### config.mk
export PLATFORM = sky130hd
export DESIGN_NAME = apb_master_bridge
export DESIGN_NICKNAME = d
export VERILOG_FILES = /design/src/rtl/apb_master_bridge.sv
export SDC_FILE = /design/constraint.sdc
export NUM_CORES = 1
export LEC_CHECK = 0
export CAP_MARGIN = 20
export CORE_UTILIZATION = 41
export DETAILED_ROUTE_END_ITERATION = 7
export GPL_TIMING_DRIVEN = 0
export PLACE_DENSITY = 0.81
export SYNTH_ARGS = -nofsm -noshare
export SYNTH_HDL_FRONTEND = slang
export SYNTH_SLANG_ARGS = --single-unit
### constraint.sdc
create_clock -name PCLK -period 1.55 [get_ports PCLK]
set_input_delay 0.31 -clock PCLK [delete_from_list [all_inputs] [get_ports PCLK]]
set_output_delay 0.31 -clock PCLK [all_outputs]
set_load 0.02 [all_outputs]
### src/rtl/apb_master_bridge.sv
// rtl/apb_master_bridge.sv - command-to-APB requester bridge (IDLE/SETUP/ACCESS)
// Optional ACCESS abort timer is compiled in with APB_MASTER_TIMEOUT_EN.
module apb_master_bridge #(
  parameter int unsigned TIMEOUT_CYCLES = 16
) (
  input  logic        PCLK,
  input  logic        PRESETn,
  input  logic        req_valid,
  output logic        req_ready,
  input  logic        req_write,
  input  logic [31:0] req_addr,
  input  logic [31:0] req_wdata,
  input  logic [3:0]  req_strb,
  input  logic [2:0]  req_prot,
  output logic        rsp_valid,
  output logic [31:0] rsp_rdata,
  output logic        rsp_slverr,
  output logic        rsp_timeout,
  output logic        PSEL,
  output logic        PENABLE,
  output logic        PWRITE,
  output logic [31:0] PADDR,
  output logic [31:0] PWDATA,
  output logic [3:0]  PSTRB,
  output logic [2:0]  PPROT,
  input  logic [31:0] PRDATA,
  input  logic        PREADY,
  input  logic        PSLVERR
);

  typedef enum logic [1:0] {
    IDLE   = 2'd0,
    SETUP  = 2'd1,
    ACCESS = 2'd2
  } state_e;

  state_e      state_q;
  logic        req_ready_q;
  logic        psel_q;
  logic        penable_q;
  logic        pwrite_q;
  logic [31:0] paddr_q;
  logic [31:0] pwdata_q;
  logic [3:0]  pstrb_q;
  logic [2:0]  pprot_q;
  logic        rsp_valid_q;
  logic [31:0] rsp_rdata_q;
  logic        rsp_slverr_q;

  // The wait counter is 16 bits wide, so TIMEOUT_CYCLES must stay within 1..65535.
  if (TIMEOUT_CYCLES < 1 || TIMEOUT_CYCLES > 65535) begin : g_timeout_out_of_range
  end

`ifdef APB_MASTER_TIMEOUT_EN
  localparam logic [15:0] TO_LAST = 16'(TIMEOUT_CYCLES - 1);
  logic [15:0] to_cnt_q;
  logic        rsp_timeout_q;
  assign rsp_timeout = rsp_timeout_q;
`else
  assign rsp_timeout = 1'b0;
`endif

  always_ff @(posedge PCLK or negedge PRESETn) begin
    if (!PRESETn) begin
      state_q      <= IDLE;
      req_ready_q  <= 1'b1;
      psel_q       <= 1'b0;
      penable_q    <= 1'b0;
      pwrite_q     <= 1'b0;
      paddr_q      <= '0;
      pwdata_q     <= '0;
      pstrb_q      <= '0;
      pprot_q      <= '0;
      rsp_valid_q  <= 1'b0;
      rsp_rdata_q  <= '0;
      rsp_slverr_q <= 1'b0;
`ifdef APB_MASTER_TIMEOUT_EN
      to_cnt_q      <= '0;
      rsp_timeout_q <= 1'b0;
`endif
    end else begin
      rsp_valid_q <= 1'b0;
      case (state_q)
        IDLE: begin
          if (req_valid && req_ready_q) begin
            state_q     <= SETUP;
            req_ready_q <= 1'b0;
            psel_q      <= 1'b1;
            pwrite_q    <= req_write;
            paddr_q     <= req_addr;
            pwdata_q    <= req_write ? req_wdata : 32'h0;
            pstrb_q     <= req_write ? req_strb : 4'h0;
            pprot_q     <= req_prot;
`ifdef APB_MASTER_TIMEOUT_EN
            to_cnt_q    <= '0;
`endif
          end
        end
        SETUP: begin
          state_q   <= ACCESS;
          penable_q <= 1'b1;
        end
        ACCESS: begin
          // PREADY is checked first so a completer answering on the last allowed cycle still wins.
          if (PREADY) begin
            state_q      <= IDLE;
            req_ready_q  <= 1'b1;
            psel_q       <= 1'b0;
            penable_q    <= 1'b0;
            rsp_valid_q  <= 1'b1;
            rsp_rdata_q  <= pwrite_q ? 32'h0 : PRDATA;
            rsp_slverr_q <= PSLVERR;
`ifdef APB_MASTER_TIMEOUT_EN
            rsp_timeout_q <= 1'b0;
`endif
          end
`ifdef APB_MASTER_TIMEOUT_EN
          else if (to_cnt_q == TO_LAST) begin
            state_q       <= IDLE;
            req_ready_q   <= 1'b1;
            psel_q        <= 1'b0;
            penable_q     <= 1'b0;
            rsp_valid_q   <= 1'b1;
            rsp_rdata_q   <= 32'h0;
            rsp_slverr_q  <= 1'b1;
            rsp_timeout_q <= 1'b1;
          end else begin
            to_cnt_q <= to_cnt_q + 16'd1;
          end
`endif
        end
        default: state_q <= IDLE;
      endcase
    end
  end

  assign req_ready  = req_ready_q;
  assign PSEL       = psel_q;
  assign PENABLE    = penable_q;
  assign PWRITE     = pwrite_q;
  assign PADDR      = paddr_q;
  assign PWDATA     = pwdata_q;
  assign PSTRB      = pstrb_q;
  assign PPROT      = pprot_q;
  assign rsp_valid  = rsp_valid_q;
  assign rsp_rdata  = rsp_rdata_q;
  assign rsp_slverr = rsp_slverr_q;

endmodule

==> impl_results.md <==
* Crit path max fanout at 7
* Failing checks: negative hold slack
* 1st-iter DRT viols at 144
* Setup violators final at 0
* Final net count at 732
* Logic pwr share at 8.3%
* Int Pwr at 3.78 mW
* ANT cells at 0
* Clock Latency Late Sink at 0.37 ns
* Layout Skew at 0.0142 ns
* Mapped Nets at 503
* Delay-heaviest family, CP: flip-flops
* Metal1 wirelength at 4920 um
* Arr. time, crit path at 1.16 ns
* Synth unique cells at 18
* PortBufs at 216
* Vias per inst at 4.76
* Final Cell Area at 0.00690 mm2
* P_sw at 1.09 mW
* DP Cell Count at 747
* Filler instances at 865
* Reg clk slew, reported paths at 0.10 ns
* Crit path buffers/inverters at 1
* Initial antenna violation count at 0
* Clk sink count at 111
* Die Y at 107 um
* Area of the core at 0.0105 mm2
* GRT Total Usage at 21.0%
* Power per cell area at 705 mW/mm2
* H-tree depth at 3
* Vias in the first global route at 3,763
* Synth area leader: dfrtp_1
* Final Worst Setup Slack at 0.0807 ns
* Synth warn at 0
* Synthesized instance count at 394
* Die footprint at 0.0114 mm2
* Unrepaired setup endpoints after global routing: no
* FP Rows at 37
* Final Hold Fails at 6
* DR vias at 3,625
* Post-synth top cells: dfrtp_1, nand2_1, o21ai_0, mux2_4, nand2b_1
* Top post-synthesis cells by area: dfrtp_1, mux2_4, nand2_1
* Metal2 WL at 5850 um
* Switching Fraction at 22.3%
* IO Pins at 219
* Post-synthesis sequential area ratio at 61.7%
* Area grow syn2layout at 53.2%
* Design Power at 4.87 mW
* CP required at 1.24 ns
* Post-synthesis cell area at 0.00450 mm2
* Max rail drop VDD at 0.501 mV
* CTS tree: yes
* First-pass GRT wire length at 18,600 um
* Met3 wire len at 878 um
* Drt drc at 0
* DR top layer: met4
* Fmax achieved at 0.681 GHz
* Leakage power at 3.77 nW
* Final Instance Count excl. Fillers at 762
* DR pass1 iterations at 4
* Largest stage delay on the critical path at 0.47 ns
* Root Driver: clkbuf_8
* Mean area per synthesized cell at 11.4 um2
* Critical Path Sink Type: output port
* Area post-placement at 0.00686 mm2
* Slowest cell on the critical path: dfrtp_2
* Synth top area share at 61.1%
* Number of CTS-inserted buffers at 9
* CP startpoint kind: register
* Total congestion overflow at 0
* Period Utilization, post-route at 94.8%
* Slew HR at 49.2%
* Slew Limit Fails at 0
* Hold Crit Class: input port to asynchronous set/reset pin
* Initial Util at 42.9%
* Hold Slack at -0.00340 ns
* Period minus WS final at 1.47 ns
* WL/cell at 15.5 um
* Placer Congestion at 0.841
* Share of layout cells above drive strength 1 at 11.7%
* Die X-Extent at 107 um
* Clock power share at 32.2%
* Seq pwr share at 59.5%
* Top-count cell post-synth: dfrtp_1
* Post-synthesis register bit count at 111
* Critical-path cell list: dlygate4sd2_1
* Top FF cell, synth: dfrtp_1
* Pin count of the biggest net entering global routing at 60
* Dpl ws at -0.226 ns
* Worst Max-Slew Pin Slew at 0.762 ns
* Crit Path Class: register to output port
* # Max-Cap Violations at 0
* Async set-reset flop share out of synthesis at 100%
* Hpwl dp at 9000 um
* Final wirelength at 11,800 um
* Status: finished, violations left
* Final ANT Viol Nets at 0
* Post-synth EDFFs at 0
* Worst-case clock buffer depth at 2
[sequential cells by signal, indices dropped and copies added (netlist names), 2 cells and up]
| signal | cells |
|---|---|
| PADDR | 32 |
| PPROT | 3 |
| PSTRB | 4 |
| PWDATA | 32 |
| rsp_rdata | 32 |
| state_q | 2 |
[logic make-up after synthesis]
family | count (synthesis) | share of synthesized area, %
AOI/OAI and AO/OA | 70 | 7.78
and+or+nand+nor | 144 | 14.4
other | 1 | 0.0833
DFF | 111 | 61.7
muxes | 38 | 12.4
buffers and inverters | 30 | 3.64
[placed cells by master (no fill, tap or decap)]
cell and n:
clkbuf_8 10, inv_6 1, nor2_1 2, buf_4 3, buf_6 5, nand4bb_4 1, o21ai_1 1, nand2b_1 32
buf_2 9, conb_1 1, clkinv_4 1, dfstp_2 1, mux2_2 3, buf_16 1, dlygate4sd2_1 108, dfrtp_1 109
inv_1 3, o21ai_0 68, clkbuf_1 13, nand2_1 108, clkdlybuf4s50_1 106, nand3b_1 1, a21oi_1 1, clkinvlp_4 2
mux2_4 35, dfrtp_2 1
[through the flow]
stage | util (%) | setup TNS [ns] | hold slack [ns]
5_1_grt | 65.7 | 0 | 0.0379
6_report | 65.7 | 0 | -0.00340
3_3_place_gp | 65.1 | -450.12 | 0.463
3_5_place_dp | 65.3 | -16.53 | 0.428
4_1_cts | 65.6 | 0 | 0.0237
2_1_floorplan | - | 0 | 0.0144
[area by class of cell]
| class | instances | area [um2] | share of cell area (%) |
|---|---|---|---|
| plain buffers | 27 | 153 | 2.21 |
| multi-input cells | 253 | 1560 | 22.6 |
| clock buffers | 10 | 138 | 1.99 |
| clock inverters | 4 | 32.5 | 0.471 |
| well taps | 136 | 170 | 2.47 |
| repair buffers | 218 | 2050 | 29.8 |
| flip-flops and latches | 111 | 2780 | 40.3 |
| inverters | 3 | 11.3 | 0.163 |
[layer usage]
metal,global-route usage [%],vias to the layer above
li1,-,1737
met1,25.4,1739
met2,36.9,137
met3,6.02,12
met4,5.19,0
met5,0,-
[power by group through the flow]
stage | combinational [mW] | clock [mW] | sequential, mW
2_1_floorplan | 0.0535 | 0 | 2.95
3_3_place_gp | 0.391 | 0 | 2.95
3_5_place_dp | 0.407 | 0 | 2.95
5_1_grt | 0.442 | 1.75 | 2.89
4_1_cts | 0.410 | 1.62 | 2.89
6_report | 0.404 | 1.57 | 2.89
[timing repair]
| item | CTS | global route |
|---|---|---|
| setup endpoints to repair | 109 | 13 |
| setup buffers | 0 | 1 |
| resized for setup | 111 | 2 |
| hold buffers | 0 | 0 |
[final timing paths]
| kind | from | end | slack (ns) | cells past startpoint |
|---|---|---|---|---|
| setup reg to reg | req_ready | PADDR[28] | 0.08 | 4 |
| max in group asynchronous | PRESETn | req_ready | 0.78 | 2 |
| setup / recovery | PWRITE | PWRITE | 0.08 | 1 |
| hold reg to reg | PSTRB[2] | PSTRB[2] | 0.48 | 2 |
| hold / removal | PRESETn | rsp_rdata[20] | -0.003 | 1 |
| min in group PCLK | req_write | PSTRB[0] | 0.29 | 3 |
No activity file was read; power rests on OpenSTA's default activity.
